--- src/rtl/wb_pkg.sv ---
// Shared types and defaults for the Wishbone single-cycle master.
package wb_pkg;

   localparam int WB_ADDR_WIDTH     = 8;
   localparam int WB_DATA_WIDTH     = 8;
   localparam int WB_TIMEOUT_CYCLES = 16;

   typedef enum logic [1:0] {WB_IDLE, WB_BUS, WB_RESP} wb_mst_state_t;

   // A 1-bit floor keeps the counter legal when $clog2 would return 0.
   function automatic int timer_width(input int cycles);
      return (cycles < 2) ? 1 : $clog2(cycles);
   endfunction

endpackage

--- src/rtl/wb_timeout_timer.sv ---
// Clear/enable up-counter that flags when it reaches LIMIT-1.
module wb_timeout_timer #(
   parameter int LIMIT = 16,
   parameter int WIDTH = 4
) (
   input  logic clk,
   input  logic rst,
   input  logic clear,
   input  logic enable,
   output logic done
);

   logic [WIDTH-1:0] count;

   // NOTE: sequential state uses non-blocking assignments so every register
   // samples the pre-edge values of its inputs.
   always_ff @(posedge clk or posedge rst) begin
      if (rst)         count <= '0;
      else if (clear)  count <= '0;
      else if (enable) count <= count + 1'b1;
   end

   assign done = (count == WIDTH'(LIMIT - 1));

endmodule

--- src/rtl/wb_single_master.sv ---
// Wishbone classic master: one CYC/STB cycle per accepted command, ACK or timeout.
module wb_single_master
   import wb_pkg::*;
#(
   parameter int ADDR_WIDTH     = WB_ADDR_WIDTH,
   parameter int DATA_WIDTH     = WB_DATA_WIDTH,
   parameter int TIMEOUT_CYCLES = WB_TIMEOUT_CYCLES
) (
   input  logic                  clk_i,
   input  logic                  rst_i,
   input  logic                  cmd_valid_i,
   output logic                  cmd_ready_o,
   input  logic                  cmd_we_i,
   input  logic [ADDR_WIDTH-1:0] cmd_adr_i,
   input  logic [DATA_WIDTH-1:0] cmd_dat_i,
   output logic                  rsp_valid_o,
   input  logic                  rsp_ready_i,
   output logic [DATA_WIDTH-1:0] rsp_dat_o,
   output logic                  rsp_timeout_o,
   output logic [ADDR_WIDTH-1:0] adr_o,
   output logic [DATA_WIDTH-1:0] dat_o,
   input  logic [DATA_WIDTH-1:0] dat_i,
   output logic                  we_o,
   output logic                  cyc_o,
   output logic                  stb_o,
   input  logic                  ack_i
);

   localparam int TIMER_WIDTH = timer_width(TIMEOUT_CYCLES);

   wb_mst_state_t state, state_next;
   logic cmd_fire, ack_done, timeout_done, rsp_fire;
   logic timer_done;

   assign cmd_ready_o = (state == WB_IDLE);

   always_ff @(posedge clk_i or posedge rst_i) begin
      if (rst_i) state <= WB_IDLE;
      else       state <= state_next;
   end

   // NOTE: every signal written here gets a default first so no latch is inferred.
   always_comb begin
      state_next   = state;
      cmd_fire     = 1'b0;
      ack_done     = 1'b0;
      timeout_done = 1'b0;
      rsp_fire     = 1'b0;
      case (state)
         WB_IDLE: if (cmd_valid_i) begin
            cmd_fire   = 1'b1;
            state_next = WB_BUS;
         end
         WB_BUS: if (ack_i) begin
            ack_done   = 1'b1;
            state_next = WB_RESP;
         end else if (timer_done) begin
            timeout_done = 1'b1;
            state_next   = WB_RESP;
         end
         WB_RESP: if (rsp_ready_i) begin
            rsp_fire   = 1'b1;
            state_next = WB_IDLE;
         end
         default: state_next = WB_IDLE;
      endcase
   end

   // Timer sits at zero outside BUS so each bus cycle starts a fresh count.
   wb_timeout_timer #(
      .LIMIT (TIMEOUT_CYCLES),
      .WIDTH (TIMER_WIDTH)
   ) u_timer (
      .clk    (clk_i),
      .rst    (rst_i),
      .clear  (state != WB_BUS),
      .enable ((state == WB_BUS) && !ack_i),
      .done   (timer_done)
   );

   always_ff @(posedge clk_i or posedge rst_i) begin
      if (rst_i) begin
         adr_o         <= '0;
         dat_o         <= '0;
         we_o          <= 1'b0;
         cyc_o         <= 1'b0;
         stb_o         <= 1'b0;
         rsp_valid_o   <= 1'b0;
         rsp_dat_o     <= '0;
         rsp_timeout_o <= 1'b0;
      end else begin
         if (cmd_fire) begin
            adr_o <= cmd_adr_i;
            dat_o <= cmd_we_i ? cmd_dat_i : '0;
            we_o  <= cmd_we_i;
            cyc_o <= 1'b1;
            stb_o <= 1'b1;
         end
         // we_o is still the latched direction on the completing edge.
         if (ack_done || timeout_done) begin
            dat_o         <= '0;
            we_o          <= 1'b0;
            cyc_o         <= 1'b0;
            stb_o         <= 1'b0;
            rsp_valid_o   <= 1'b1;
            rsp_timeout_o <= timeout_done;
            rsp_dat_o     <= (ack_done && !we_o) ? dat_i : '0;
         end
         if (rsp_fire) rsp_valid_o <= 1'b0;
      end
   end

endmodule

--- config.mk ---
export PLATFORM = sky130hd
export DESIGN_NAME = wb_single_master
export DESIGN_NICKNAME = d
export VERILOG_FILES = /design/src/rtl/wb_pkg.sv /design/src/rtl/wb_timeout_timer.sv /design/src/rtl/wb_single_master.sv
export SDC_FILE = /design/constraint.sdc
export NUM_CORES = 1
export LEC_CHECK = 0
export ABC_CLOCK_PERIOD_IN_PS = 3400
export CAP_MARGIN = 20
export CORE_ASPECT_RATIO = 0.9
export CORE_MARGIN = 1
export CORE_UTILIZATION = 30
export DETAILED_ROUTE_END_ITERATION = 16
export GPL_ROUTABILITY_DRIVEN = 0
export GPL_TIMING_DRIVEN = 0
export PLACE_DENSITY = 0.6
export SLEW_MARGIN = 20
export SYNTH_ARGS = -nofsm -noshare
export SYNTH_HDL_FRONTEND = slang
export SYNTH_SLANG_ARGS = --single-unit
--- constraint.sdc ---
create_clock -name clk_i -period 3.4 [get_ports clk_i]
set_clock_uncertainty 0.05 [all_clocks]
set_input_delay 0.34 -clock clk_i [delete_from_list [all_inputs] [get_ports clk_i]]
set_output_delay 0.34 -clock clk_i [all_outputs]
set_load 0.005 [all_outputs]
== Word-level counts from Yosys, hierarchy flattened ==
Cells that the tools add are included.

* Flip-flop bits (word level): 34
* Input port bits: 30
* Output and inout bits: 30
* Word-level logic and storage cells: 53

* $add $sub $neg: 1
* Eq/ne operators: 7
* Muxes and demuxes: 26
* Reductions and logical operators: 10

{| class="wikitable"
|+ Operators with widths
! kind !! count
|-
| $mux 8 || 4
|-
| $mux 1 || 15
|-
| $mux 2 || 4
|-
| $mux 4 || 2
|-
| $pmux 2 s3 || 1
|-
| $reduce_bool 2->1 || 3
|-
| $add 4x1->4 const B || 1
|-
| $eq 4x4->1 const B || 1
|-
| $ne 2x2->1 const B || 2
|-
| $ne 3x3->1 const B || 1
|-
| $reduce_and 3->1 || 1
|-
| $eq 2x1->1 const B || 1
|-
| $eq 2x2->1 const B || 1
|-
| $logic_and 1x1->1 || 2
|-
| $logic_not 1->1 || 2
|-
| $logic_not 2->1 || 1
|-
| $ne 2x1->1 const B || 1
|-
| $logic_or 1x1->1 || 1
|}

== Depth between registers and ports, before layout ==
* Word-level depth: 7
* Depth in mapped cells: 5
* Depth with buffers taken out: 4

== Cells and area by module ==
From an unflattened synthesis, not the netlist that was laid out.

* Cells, all modules: 99
* Area, all modules: 1,348.8 sq um

{| class="wikitable"
|+ By module, submodules not included
! module !! instances !! cells an instance !! area an instance (sq um)
|-
| wb_single_master || 1 || 81 || 1,146.1
|-
| wb_timeout_timer || 1 || 18 || 202.7
|}

== Worst setup path after synthesis ==
Ideal clock, no wire load.

* Path kind: register to register
* Start point: register u_timer.count[0]
* End point: register dat_o[1]
* Arrival time: 1,233 ps
* Data required time: 3,273 ps
* Slack: 2,040 ps
* Cell stages (with the launch flop): 6
* Path buffers: 1
* Clock period less this slack: 1,360 ps
* Cells stage by stage: dfrtp_1 -> ha_1 -> a31o_2 -> and2_1 -> buf_6 -> a21oi_1

* Cells in the longest elaborated chain, start to end: 6

{| class="wikitable"
|+ RTL lines
! element !! RTL line !! text
|-
| start, declared || wb_timeout_timer.sv:13 || <nowiki>logic [WIDTH-1:0] count;</nowiki>
|-
| start signal, assigned || wb_timeout_timer.sv:20 || <nowiki>else if (enable) count <= count + 1'b1;</nowiki>
|-
| $eq 4x4->1 * || wb_timeout_timer.sv:23 || <nowiki>assign done = (count == WIDTH'(LIMIT - 1));</nowiki>
|-
| $mux 1 * || wb_single_master.sv:57 || <nowiki>end else if (timer_done) begin</nowiki>
|-
| $mux 1 * || wb_single_master.sv:54 || <nowiki>WB_BUS: if (ack_i) begin</nowiki>
|-
| $mux 1 * || wb_single_master.sv:49 || <nowiki>case (state)</nowiki>
|-
| $logic_or 1x1->1 * || wb_single_master.sv:100 || <nowiki>if (ack_done || timeout_done) begin</nowiki>
|-
| $mux 8 / $reduce_bool 2->1 (equally long branches) || n/a ||
|-
| end signal, assigned || wb_single_master.sv:94 || <nowiki>dat_o <= cmd_we_i ? cmd_dat_i : '0;</nowiki>
|-
| end, declared || wb_single_master.sv:21 || <nowiki>output logic [DATA_WIDTH-1:0] dat_o,</nowiki>
|}

Mark *: on every way between the ends. The rest lies on a longest branch, timed or not.
A chain may end at the register's enable or synchronous reset.

== Final worst setup path ==
* Start point: register state[0]
* End point: output port cmd_ready_o

* Cells in the longest elaborated chain, start to end: 1

{| class="wikitable"
|+ RTL lines
! element !! RTL line !! text
|-
| start, declared || wb_single_master.sv:31 || <nowiki>wb_mst_state_t state, state_next;</nowiki>
|-
| start signal, assigned || wb_single_master.sv:39 || <nowiki>else state <= state_next;</nowiki>
|-
| $logic_not 2->1 || wb_single_master.sv:35 || <nowiki>assign cmd_ready_o = (state == WB_IDLE);</nowiki>
|-
| end, declared || wb_single_master.sv:12 || <nowiki>output logic cmd_ready_o,</nowiki>
|}

Every way passes these cells.

==> run_results.csv <==
group,metric,value,unit
clock_tree,cts_setup_buffers,0,
clock_tree,h-tree-depth,2,
place,dpl.hpwl,2380,µm
die,die_area,5010,µm²
detailed_routing,route.vias.total,1133,
worst_setup_path,cpPeakStageDelay,530,ps
sta,fin_hold_ws,408,ps
logic_synthesis,syn_area_per_cell,10.8,µm²
worst_setup_path,reg2reg_depth,5,
detailed_routing,vias_per_cell,4.39,
detailed_routing,dr.first_iter.drc_count,33,
die,start_util,31.6,%
finish,drive_gt1_share,10.2,%
worst_setup_path,r2r_end,"dat_o[4]",
worst_setup_path,setup.worst_path.start_class,"flip-flop",
worst_setup_path,r2r_slack,1930,ps
grt,overflow,0,
hold_path,holdPathEnd,"we_o",
detailed_routing,wirelength,3220,µm
logic_synthesis,synth_nets,162,
hold_path,min_from,"cmd_we_i",
worst_setup_path,cp-end-kind,"output pin",
worst_setup_path,cp_data_arrival_time,1440,ps
sta,fin_crit_sh,53.9,%
clock_tree,cts_buffer_depth,2,
finish,fin_nets,226,
grt,grt_max_degree,35,
detailed_routing,route.met3.wl,205,µm
worst_setup_path,regToRegStartpoint,"u_timer.count[0]",
logic_synthesis,ys_types,28,
detailed_routing,top_layer,"met4",
die,die-width,74.5,µm
power,p_leak,0.955,nW
clock_tree,clkSinkCount,34,
clock_tree,clk_pin_slew,70,ps
detailed_routing,wl_met1,1470,µm
worst_setup_path,cp_cell_sequence,"nor2_1 -> clkdlybuf4s50_1",
die,row_count,23,
worst_setup_path,cp_max_fo,6,
die,ios,60,
detailed_routing,routedWlPerCell,12.5,µm
finish,utilization,48.1,%
logic_synthesis,syn_inst,131,
sta,max_freq,546,MHz
sta,slew_headroom,54.5,%
clock_tree,cts_root_buf,"clkbuf_8",
hold_path,whs_path_depth,3,
finish,syn2layout_area_growth,52.1,%
grt,track_usage,14.2,%
worst_setup_path,required,3010,ps
hold_path,hp-class,"in -> reg",
job,drv_cap,0,
clock_tree,cts-buffers-inserted,5,
grt,antenna_found_initial,0,
clock_tree,hold_buffers,0,
detailed_routing,ant_nets,0,
sta,rsz0062_at_grt,"false",
grt,grt_pass1_wl,5200,µm
power,ir_worst_vdd,0.373,mV
die,core_area,4490,µm²
worst_setup_path,crit_path_top_delay_cell,"clkdlybuf4s50_1",
clock_tree,insertion_delay,280,ps
logic_synthesis,synth-seq-area-share,59.9,%
logic_synthesis,synthesis.area,1420,µm²
worst_setup_path,worstSetupPathType,"reg -> out",
finish,diodes,0,
clock_tree,cts_tree,"done",
die,die_h,67.3,µm
power,power_density,784,nW/µm²
sta,period_needed,1830,ps
sta,slew_violations,0,
logic_synthesis,yosys_warnings,0,
sta,worst_slew_pin_slew,682,ps
place,port_buffers,57,
clock_tree,cts.repair.resized,0,
detailed_routing,wl_met2,1520,µm
logic_synthesis,ys_seq_elements,34,
logic_synthesis,synthTopCellsByArea,"dfrtp_1 (60%), nand2_1 (9.0%), a22o_1 (4.9%)",
sta,hold_viol_final,0,
logic_synthesis,synth_top_area_share,59.9,%
detailed_routing,drc,0,
logic_synthesis,synth_top_cell_by_area,"dfrtp_1",
sta,setup_viol,0,
grt,grt_pass1_vias,1119,
sta,fin_setup_tns,0,ps
outcome,outcome,"complete, no violations",
detailed_routing,dr.pass1.iters,4,
==> routing by layer <==
| metal | global-route usage (%) | up-vias |
|---|---|---|
| met2 | 22.1 | 36 |
| li1 | - | 564 |
| met3 | 4.63 | 4 |
| met5 | 0 | - |
| met1 | 18.2 | 529 |
| met4 | 5.66 | 0 |
==> per-stage QoR <==
step / cell area, µm² / setup WS, ps / total power [mW] / instances
2_1_floorplan: 1420 / 2040 / 0.989 / 131
3_3_place_gp: 2070 / 1530 / 1.38 / 250
3_5_place_dp: 2070 / 1580 / 1.41 / 250
4_1_cts: 2160 / 1560 / 1.72 / 258
5_1_grt: 2160 / 1480 / 1.82 / 258
6_report: 2160 / 1570 / 1.69 / 258
==> registers in the layout, summed over array words and instances (netlist names) <==
name,cells
rsp_dat_o,8
rsp_timeout_o,1
dat_o,8
state,2
rsp_valid_o,1
we_o,1
u_timer.count,4
stb_o,1
adr_o,8
==> synth_stat cells <==
cell type	count
a21oi_1	9
a21oi_2	1
a22o_1	8
a31o_2	1
a41oi_1	1
and2_1	1
and2b_1	1
buf_4	2
buf_6	2
buf_8	1
clkbuf_1	2
dfrtp_1	34
ha_1	1
inv_1	2
mux2i_1	1
nand2_1	34
nand2_2	2
nand2b_1	1
nand2b_2	1
nand3_1	8
nand4b_1	1
nor2_1	7
nor2b_1	1
nor3b_4	2
o21ai_0	3
or3b_1	1
xnor2_1	1
xor2_1	2
==> cells by family (layout without fill, tap and decap cells) <==
family | after synthesis | count (layout) | synth area share [%]
AO/OA/AOI/OAI | 23 | 23 | 11.0
multiplexers | 1 | 1 | 0.705
buffers and inverters | 9 | 74 | 4.76
XOR/XNOR | 3 | 3 | 1.85
adder cells (fa/ha/maj) | 1 | 1 | 0.881
AND/OR/NAND/NOR | 60 | 60 | 20.9
flip-flops | 34 | 34 | 59.9
==> critical path: cells and delay by family, from the launching register on <==
kind / cells / cell delay (ps)
DFF: 1 / 460
buffers and inverters: 1 / 530
and+or+nand+nor: 1 / 180
==> worst max-delay path by stage <==
stage                          start     endpoint  slack, ps  depth (start not counted)
CTS                         state[0]  cmd_ready_o       1560                          2
global placement               rst_i     dat_o[3]       1530                          2
detailed placement       cmd_valid_i         we_o       1580                          5
floorplan           u_timer.count[0]     dat_o[1]       2040                          5
global route                state[0]  cmd_ready_o       1480                          2
finish                      state[0]  cmd_ready_o       1570                          2
==> power by group <==
| part | internal, mW | switching, mW |
|---|---|---|
| Clock | 0.163 | 0.137 |
| Sequential | 0.563 | 0.112 |
| Combinational | 0.443 | 0.274 |
==> final cells by class <==
type                    count  area (µm²)
fillers                   439        2330
flip-flops and latches     34         851
repair buffers             57         571
multi-input cells          88         502
clock buffers               7        86.3
well taps                  62        77.6
plain buffers               7        60.1
inverters                   2        7.51
clock inverters             1        5.00
==> layout by cell type (no fill, tap or decap) <==
master / count
buf_6: 2
nand2_1: 34
a31o_2: 1
nand3_1: 8
xnor2_1: 1
ha_1: 1
nor2b_1: 1
and2b_1: 1
nand4b_1: 1
and2_1: 1
inv_1: 1
a22o_1: 8
buf_8: 1
clkdlybuf4s50_1: 57
nand2b_2: 1
nor2_1: 7
nand2b_1: 1
a21oi_2: 1
inv_2: 1
clkbuf_1: 3
mux2i_1: 1
a21oi_1: 9
clkbuf_8: 6
buf_4: 2
nor3b_4: 2
a41oi_1: 1
or3b_1: 1
dfrtp_1: 34
clkinv_2: 1
xor2_1: 2
nand2_2: 2
o21ai_0: 3
Note: power is estimated with default switching activity, not from simulation.
